[src/rtl/mem_lsu_if.sv]
// rtl/mem_lsu_if.sv - data memory request/response bus between the LSU and data memory
interface mem_lsu_if;
  logic        dm_req_o;
  logic        dm_we_o;
  logic [3:0]  dm_be_o;
  logic [31:0] dm_addr_o;
  logic [31:0] dm_wdata_o;
  logic        dm_ready_i;
  logic [31:0] dm_rdata_i;

  modport master (
    output dm_req_o, dm_we_o, dm_be_o, dm_addr_o, dm_wdata_o,
    input  dm_ready_i, dm_rdata_i
  );

  modport slave (
    input  dm_req_o, dm_we_o, dm_be_o, dm_addr_o, dm_wdata_o,
    output dm_ready_i, dm_rdata_i
  );
endinterface

[src/rtl/mem_lsu.sv]
// rtl/mem_lsu.sv - MEM-stage load/store unit with held requests, lane alignment and a timeout watchdog
module mem_lsu #(
  parameter int TIMEOUT = 255
) (
  input  logic        clk,
  input  logic        reset,
  input  logic        mem_valid_i,
  input  logic        mem_load_i,
  input  logic        mem_store_i,
  input  logic [1:0]  mem_size_i,
  input  logic        mem_unsigned_i,
  input  logic [31:0] mem_addr_i,
  input  logic [31:0] mem_wdata_i,
  output logic        stall_o,
  output logic [31:0] load_data_o,
  output logic        load_valid_o,
  output logic        misalign_o,
  output logic        bus_err_o,
  mem_lsu_if.master   dm
);
  localparam int CW = $clog2(TIMEOUT + 2);

  typedef enum logic [1:0] {S_IDLE, S_REQ, S_DONE} state_t;

  state_t      r_state, w_next;
  logic [CW-1:0] r_cnt;
  logic        r_req, r_we, r_uns, r_load_valid, r_misalign, r_bus_err;
  logic [3:0]  r_be;
  logic [31:0] r_addr, r_wdata, r_load_data;
  logic [1:0]  r_size, r_lane;

  logic        w_aligned, w_legal, w_timeout;
  logic        w_capture, w_reject, w_complete, w_expire, w_stall;
  logic [3:0]  w_be;
  logic [31:0] w_wdata, w_shifted, w_extract;

  always_comb begin
    w_aligned = 1'b0;
    case (mem_size_i)
      2'b00:   w_aligned = 1'b1;
      2'b01:   w_aligned = ~mem_addr_i[0];
      2'b10:   w_aligned = (mem_addr_i[1:0] == 2'b00);
      default: w_aligned = 1'b0;
    endcase
  end

  assign w_legal   = mem_valid_i & (mem_load_i ^ mem_store_i) & w_aligned;
  assign w_timeout = (TIMEOUT != 0) && (r_cnt == CW'(TIMEOUT - 1)) && !dm.dm_ready_i;

  always_ff @(posedge clk or posedge reset) begin
    if (reset) r_state <= S_IDLE;
    else       r_state <= w_next;
  end

  always_comb begin
    w_next = r_state;
    case (r_state)
      S_IDLE:  if (w_legal) w_next = S_REQ;
      S_REQ:   if (dm.dm_ready_i || w_timeout) w_next = S_DONE;
      S_DONE:  w_next = S_IDLE;
      default: w_next = S_IDLE;
    endcase
  end

  always_comb begin
    w_capture  = 1'b0;
    w_reject   = 1'b0;
    w_complete = 1'b0;
    w_expire   = 1'b0;
    w_stall    = 1'b0;
    case (r_state)
      S_IDLE: begin
        w_capture = w_legal;
        w_reject  = mem_valid_i & ~w_legal;
        w_stall   = w_legal;
      end
      S_REQ: begin
        w_stall    = 1'b1;
        w_complete = dm.dm_ready_i;
        w_expire   = w_timeout;
      end
      default: ;
    endcase
  end

  // Reset must force every output low even while an op is still presented.
  assign stall_o = w_stall & ~reset;

  always_comb begin
    w_be    = 4'b1111;
    w_wdata = mem_wdata_i;
    case (mem_size_i)
      2'b00: begin
        w_be    = 4'b0001 << mem_addr_i[1:0];
        w_wdata = {4{mem_wdata_i[7:0]}};
      end
      2'b01: begin
        w_be    = mem_addr_i[1] ? 4'b1100 : 4'b0011;
        w_wdata = {2{mem_wdata_i[15:0]}};
      end
      default: ;
    endcase
  end

  // Halves are aligned, so shifting by 8*lane also gives 16*addr[1].
  assign w_shifted = dm.dm_rdata_i >> {r_lane, 3'b000};

  always_comb begin
    w_extract = dm.dm_rdata_i;
    case (r_size)
      2'b00:   w_extract = r_uns ? {24'b0, w_shifted[7:0]}  : {{24{w_shifted[7]}}, w_shifted[7:0]};
      2'b01:   w_extract = r_uns ? {16'b0, w_shifted[15:0]} : {{16{w_shifted[15]}}, w_shifted[15:0]};
      default: ;
    endcase
  end

  always_ff @(posedge clk or posedge reset) begin
    if (reset) begin
      r_cnt        <= '0;
      r_req        <= 1'b0;
      r_we         <= 1'b0;
      r_be         <= 4'b0;
      r_addr       <= 32'b0;
      r_wdata      <= 32'b0;
      r_size       <= 2'b0;
      r_lane       <= 2'b0;
      r_uns        <= 1'b0;
      r_load_data  <= 32'b0;
      r_load_valid <= 1'b0;
      r_misalign   <= 1'b0;
      r_bus_err    <= 1'b0;
    end else begin
      r_load_valid <= 1'b0;
      r_bus_err    <= 1'b0;
      r_misalign   <= w_reject;
      r_cnt        <= (r_state == S_REQ) ? r_cnt + 1'b1 : '0;
      if (w_capture) begin
        r_req   <= 1'b1;
        r_we    <= mem_store_i;
        r_be    <= w_be;
        r_addr  <= {mem_addr_i[31:2], 2'b00};
        r_wdata <= w_wdata;
        r_size  <= mem_size_i;
        r_lane  <= mem_addr_i[1:0];
        r_uns   <= mem_unsigned_i;
      end
      if (w_complete) begin
        r_req <= 1'b0;
        if (!r_we) begin
          r_load_data  <= w_extract;
          r_load_valid <= 1'b1;
        end
      end else if (w_expire) begin
        r_req       <= 1'b0;
        r_bus_err   <= 1'b1;
        r_load_data <= 32'b0;
      end
    end
  end

  assign dm.dm_req_o   = r_req;
  assign dm.dm_we_o    = r_we;
  assign dm.dm_be_o    = r_be;
  assign dm.dm_addr_o  = r_addr;
  assign dm.dm_wdata_o = r_wdata;
  assign load_data_o   = r_load_data;
  assign load_valid_o  = r_load_valid;
  assign misalign_o    = r_misalign;
  assign bus_err_o     = r_bus_err;
endmodule

[src/flat_wrapper.sv]
// flat-port wrapper written by rule: the top's interface ports become plain ports
module mem_lsu_flat 
#(
  parameter int TIMEOUT = 255
)
  (clk, reset, mem_valid_i, mem_load_i, mem_store_i, mem_size_i, mem_unsigned_i, mem_addr_i, mem_wdata_i, stall_o, load_data_o, load_valid_o, misalign_o, bus_err_o, dm_dm_req_o, dm_dm_we_o, dm_dm_be_o, dm_dm_addr_o, dm_dm_wdata_o, dm_dm_ready_i, dm_dm_rdata_i);
  mem_lsu_if dm_i ();
  input  logic clk;
  input  logic reset;
  input  logic mem_valid_i;
  input  logic mem_load_i;
  input  logic mem_store_i;
  input  logic [1:0] mem_size_i;
  input  logic mem_unsigned_i;
  input  logic [31:0] mem_addr_i;
  input  logic [31:0] mem_wdata_i;
  output logic stall_o;
  output logic [31:0] load_data_o;
  output logic load_valid_o;
  output logic misalign_o;
  output logic bus_err_o;
  output wire logic [$bits(dm_i.dm_req_o)-1:0] dm_dm_req_o;
  output wire logic [$bits(dm_i.dm_we_o)-1:0] dm_dm_we_o;
  output wire logic [$bits(dm_i.dm_be_o)-1:0] dm_dm_be_o;
  output wire logic [$bits(dm_i.dm_addr_o)-1:0] dm_dm_addr_o;
  output wire logic [$bits(dm_i.dm_wdata_o)-1:0] dm_dm_wdata_o;
  input wire logic [$bits(dm_i.dm_ready_i)-1:0] dm_dm_ready_i;
  input wire logic [$bits(dm_i.dm_rdata_i)-1:0] dm_dm_rdata_i;
  assign dm_dm_req_o = dm_i.dm_req_o;
  assign dm_dm_we_o = dm_i.dm_we_o;
  assign dm_dm_be_o = dm_i.dm_be_o;
  assign dm_dm_addr_o = dm_i.dm_addr_o;
  assign dm_dm_wdata_o = dm_i.dm_wdata_o;
  assign dm_i.dm_ready_i = dm_dm_ready_i;
  assign dm_i.dm_rdata_i = dm_dm_rdata_i;
  mem_lsu #(.TIMEOUT(TIMEOUT)) u_core (.clk(clk), .reset(reset), .mem_valid_i(mem_valid_i), .mem_load_i(mem_load_i), .mem_store_i(mem_store_i), .mem_size_i(mem_size_i), .mem_unsigned_i(mem_unsigned_i), .mem_addr_i(mem_addr_i), .mem_wdata_i(mem_wdata_i), .stall_o(stall_o), .load_data_o(load_data_o), .load_valid_o(load_valid_o), .misalign_o(misalign_o), .bus_err_o(bus_err_o), .dm(dm_i));
endmodule
[config.mk]
export PLATFORM = sky130hd
export DESIGN_NAME = mem_lsu_flat
export DESIGN_NICKNAME = d
export VERILOG_FILES = /design/src/rtl/mem_lsu_if.sv /design/src/rtl/mem_lsu.sv /design/src/flat_wrapper.sv
export SDC_FILE = /design/constraint.sdc
export NUM_CORES = 1
export LEC_CHECK = 0
export BUFFER_PORTS_ARGS = -buffer_cell sky130_fd_sc_hd__buf_2
export CAP_MARGIN = 5
export CORE_ASPECT_RATIO = 1.2
export CORE_MARGIN = 1
export CORE_UTILIZATION = 49
export CTS_CLUSTER_SIZE = 20
export DETAILED_ROUTE_END_ITERATION = 6
export HOLD_SLACK_MARGIN = 0.05
export PLACE_DENSITY = 0.84
export SLEW_MARGIN = 20
export SYNTH_ARGS = -nofsm -noshare
export SYNTH_HDL_FRONTEND = slang
export SYNTH_SLANG_ARGS = --single-unit
export TNS_END_PERCENT = 10
[constraint.sdc]
create_clock -name clk -period 5.4 [get_ports clk]
set_input_delay 0.81 -clock clk [delete_from_list [all_inputs] [get_ports clk]]
set_output_delay 0.81 -clock clk [all_outputs]
set_load 0.05 [all_outputs]
== After elaboration in Yosys (flattened, before gate mapping) ==
Index checks and enable logic that the tools add are counted.
Storage, ports and cells
  register bits after elaboration: 119
  output and inout bits: 106
  logic and storage cells: 70
  input bits: 105
Operators by class
  bitwise logic cells: 8
  equal/unequal tests: 8
  reduce and logical (&&, ||, !) cells: 11
  shifts and indexed selects: 2
  add/subtract/negate cells: 1
  mux-type cells: 26
Operator list (count)
  32-bit 2-to-1 mux: 5
  32-bit one-hot mux with 2 select lines: 2
  32-bit by 5-bit >> shifter with 16-bit output: 1
  1-bit 2-to-1 mux: 11
  9-bit by 1-bit adder with 9-bit output (second input constant): 1
  9-bit by 8-bit equality test with 1-bit output (second input constant): 1
  9-bit 2-to-1 mux: 1
  2-bit zero test: 4
  4-bit one-hot mux with 2 select lines: 1
  2-bit by 1-bit equality test with 1-bit output (second input constant): 3
  1-bit AND: 4
  2-bit 2-to-1 mux: 2
  4-bit 2-to-1 mux: 1
  2-bit by 1-bit != test with 1-bit output (second input constant): 2
  2-bit one-hot mux with 2 select lines: 1
  2-bit AND reduction: 2
  1-bit by 2-bit left shift with 4-bit output (first input constant): 1
  1-bit inverter: 3
  1-bit one-hot mux with 3 select lines: 1
  3-bit nonzero test: 1
  2-bit equality test (second input constant): 1
  2-bit != test (second input constant): 1
  1-bit one-hot mux with 2 select lines: 1
  2-bit nonzero test: 1
  other kinds (4): 4

== Longest topological paths before layout ==
  word-level depth: 7
  mapped depth: 7

== Worst setup path before layout ==
Ideal clock, no wire load.
  path kind: input to output
  start: in mem_size_i[1]
  end: out stall_o
  buffers on the path: 0
  data required time: 4.590 ns
  cell stages on the path: 3
  setup slack: 2.273 ns
  data arrival time: 2.317 ns
  cell sequence: nor2_4 a21oi_2 o31ai_1
On the way
  word-level cells in the longest chain between the ends: 5
Ends and longest elaborated chain
  start, declared: RTL line flat_wrapper.sv:13  | input logic [1:0] mem_size_i;
  2-bit equality test (tied with other cells): RTL line mem_lsu.sv:39  | case (mem_size_i)
  1-bit one-hot mux with 3 select lines (*): RTL line mem_lsu.sv:39
  1-bit AND (*): RTL line mem_lsu.sv:47  | assign w_legal = mem_valid_i & (mem_load_i ^ mem_store_i) & w_aligned;
  1-bit one-hot mux with 2 select lines (*): RTL line mem_lsu.sv:71  | case (r_state)
  1-bit AND (*): RTL line mem_lsu.sv:87  | assign stall_o = w_stall & ~reset;
  end, declared: RTL line flat_wrapper.sv:17  | output logic stall_o;
Mark *: on every way between the ends. The rest lies on a longest branch, timed or not.

== Worst setup path after layout ==
  start: in mem_size_i[1]
  end: reg u_core.r_wdata[12] (netlist: u_core.dm.dm_wdata_o[12])
On the way
  word-level cells in the longest chain between the ends: 4
Ends and longest elaborated chain
  2-bit equality test (tied with other cells): RTL line mem_lsu.sv:39
  1-bit one-hot mux with 3 select lines: RTL line mem_lsu.sv:39
  1-bit AND: RTL line mem_lsu.sv:47
  1-bit 2-to-1 mux: RTL line mem_lsu.sv:71
  end signal, assigned: RTL line mem_lsu.sv:142  | r_wdata <= w_wdata;
  end, declared: RTL line mem_lsu.sv:29  | logic [31:0] r_addr, r_wdata, r_load_data;
Several ways; a longest one is shown, not always the timed one.
A chain may end at the register's enable or synchronous reset.

==> qor.yml <==
status: "complete, no violations"
syn2layout_area_growth_pct: 30.5
drc: 0
cts.sinks: 119
post_cts_buffers: 0
period_needed_ns: 3.02
crit_path_top_delay_cell: "buf_4"
min_period_over_period_pct: 56.0
async_flop_share_pct: 100
netlist_area_mm2: 0.00554
core_area_mm2: 0.0110
hold_violations: 0
netlist_instances: 442
nets: 750
worst-path-max-fanout: 53
post_drt_wl_per_cell_um: 17.3
cts_tree: "done"
synthTopCellsByCount: "119 x dfrtp_1, 65 x mux2_2, 26 x nand2_1"
core.rowCount: 42
tightest_slew_ns: 0.986
reg2reg_depth: 5
reg2reg_setup_slack_ns: 2.88
gp_congestion: 0.853
fp.dieArea_mm2: 0.0117
hold_path_depth: 1
yosys-top-cells-area: "dfrtp_1 54%, mux2_2 13%, mux2_1 5.1%"
fmax_mhz: 331
rsz0062_at_grt: "no"
ys_seq_area_share_pct: 53.8
io_pins: 211
finalPower_mw: 4.58
cts_root_buffer: "clkbuf_16"
htreeDepth: 4
diodes: 0
critPathMaxStageDelay_ns: 0.67
dp_hpwl_mm: 9.72
wl_mm: 13.6
clockBufferDepth: 2
overflow: 0
power_density_mw_per_mm2: 634
ctsHoldBuffers: 0
irDropWorstVdd_mv: 0.411
die_h_um: 118
critical_path_class: "input port to flop"
via_per_inst: 5.52
drt_iter0_drc: 187
synthFlopType: "dfrtp_1"
finalSetupViolations: 0
track_usage_pct: 24.0
cts.repair.resized: 0
netlist-cell-type-count: 54
grt_pass1_vias: 4547
initial_core_util_pct: 50.2
synth.most_common_cell: "dfrtp_1"
start_kind: "input port"
setup_tns_ns: 0
skew_ns: 0.00669
synth_enable_flop_cells: 0
die_w_um: 99.0
p_leak_nw: 3.51
end_kind: "flop"
grt_antenna_before_repair: 0
dr_total_vias: 4349
clkLatencyLatePin_ns: 0.41
path_cells: "buf_2 -> nor2_4 -> a21oi_2 -> nor3_4 -> buf_4 -> mux2_2"
worstPathArrival_ns: 3.31
maxCapViolCount: 0
cp_data_required_time_ns: 5.68
maxSlewViolCount: 0
ys.warnings.count: 0
path_clk_slew_ns: 0.06
relSlewSlack_pct: 34.2
syn_avg_cell_area_um2: 12.5
drt-pass1-iter-count: 5
cts_buffers: 17
grt_pass1_wl_mm: 22.1
hold_class: "flop to flop"
ys_ff_latch: 119
synth_top_cell_area_share_pct: 53.8
drtAntennaViolNets: 0
grt_max_degree: 80
numPortBuffers: 208
layout-drive-gt1-share_pct: 48.8
synth_top_area_cell: "dfrtp_1"
[cells by family after synthesis]
| logic type | Yosys count | share of synthesized area [%] |
|---|---|---|
| xor gates and xnor gates | 7 | 1.11 |
| AOI/OAI and AO/OA | 74 | 10.1 |
| and+or+nand+nor | 93 | 9.06 |
| muxes | 106 | 21.4 |
| adders and majority gates | 2 | 0.452 |
| buffers and inverters | 40 | 3.93 |
| other | 1 | 0.0677 |
| DFF | 119 | 53.8 |
[layout by cell type, fill, tap and decap left out, types with 4 or more instances in the layout]
cell          n
nand2_1      26
o21bai_1      4
mux2i_1      15
mux2_1       25
dfrtp_1     119
o2111ai_1     5
mux2_2       65
and2_1        7
a221o_1      18
o2bb2ai_1     6
nor2_1       25
buf_2       208
xnor2_1       5
a21oi_1       8
clkbuf_16    17
o21ai_0      22
nand2b_1      9
inv_1        10
bufinv_16     4
clkinvlp_4    4
[metrics by stage]
stage / cell area (µm²) / instances / worst slack [ns] / util (%) / hold WS (ns)
finish: 7220 / 788 / 2.38 / 65.5 / 0.483
global route: 7220 / 788 / 2.18 / 65.5 / 0.501
CTS: 7220 / 788 / 2.36 / 65.5 / 0.486
detailed placement: 6590 / 756 / 1.92 / 59.7 / 0.472
global placement: 6590 / 756 / 2.02 / 59.7 / 0.465
floorplan: 5540 / 443 / 1.43 / - / 0.475
[cell type report]
type	instances	area, µm²
fill	850	3810
sequential	119	2980
multi-input combinational	284	2350
timing repair buffer	210	1060
clock buffer	20	457
clock inverter	12	174
tap	132	165
inverter	11	43.8
[routing by layer]
metal / GRT usage (%) / part of all wire [%] / vias up
met2: 40.9 / 51 / 206
met1: 28.8 / 40 / 2124
met5: 0 / 0 / -
met3: 6.98 / 7.4 / 27
met4: 8.77 / 1.7 / 0
li1: - / - / 1992
[worst paths after layout]
path / from / end
max in group asynchronous: reset / u_core.dm.dm_be_o[1]
min in group asynchronous: reset / u_core.dm.dm_we_o
min reg2reg: u_core.dm.dm_addr_o[12] / u_core.dm.dm_addr_o[12]
max reg2reg: u_core.r_state[0] / u_core.dm.dm_wdata_o[12]
max: mem_size_i[1] / u_core.dm.dm_wdata_o[12]
min: u_core.dm.dm_addr_o[12] / u_core.dm.dm_addr_o[12]
[where the power goes]
group          internal, mW  switching [mW]  total, mW
Combinational         0.526            1.44       1.96
Sequential             1.20           0.216       1.42
Clock                 0.795           0.404       1.20
Total                  2.52            2.06       4.58
[worst max-delay path: cells and delay by family]
| family | cells | cell delay [ns] |
|---|---|---|
| AOI/OAI and AO/OA | 1 | 0.11 |
| muxes | 1 | 0.42 |
| buffers and inverters | 2 | 0.95 |
| and+or+nand+nor | 2 | 0.99 |
[sequential cells by signal (all words and copies together) (netlist names)]
register and cells:
u_core.dm.dm_wdata_o 32, u_core.dm.dm_addr_o 30, u_core.r_state 2, u_core.r_cnt 9, u_core.dm.dm_we_o 1, u_core.r_lane 2, u_core.r_size 2, u_core.misalign_o 1
u_core.r_uns 1, u_core.load_valid_o 1, u_core.dm.dm_be_o 4, u_core.dm.dm_req_o 1, u_core.bus_err_o 1, u_core.load_data_o 32
No activity file was read; power rests on OpenSTA's default activity.
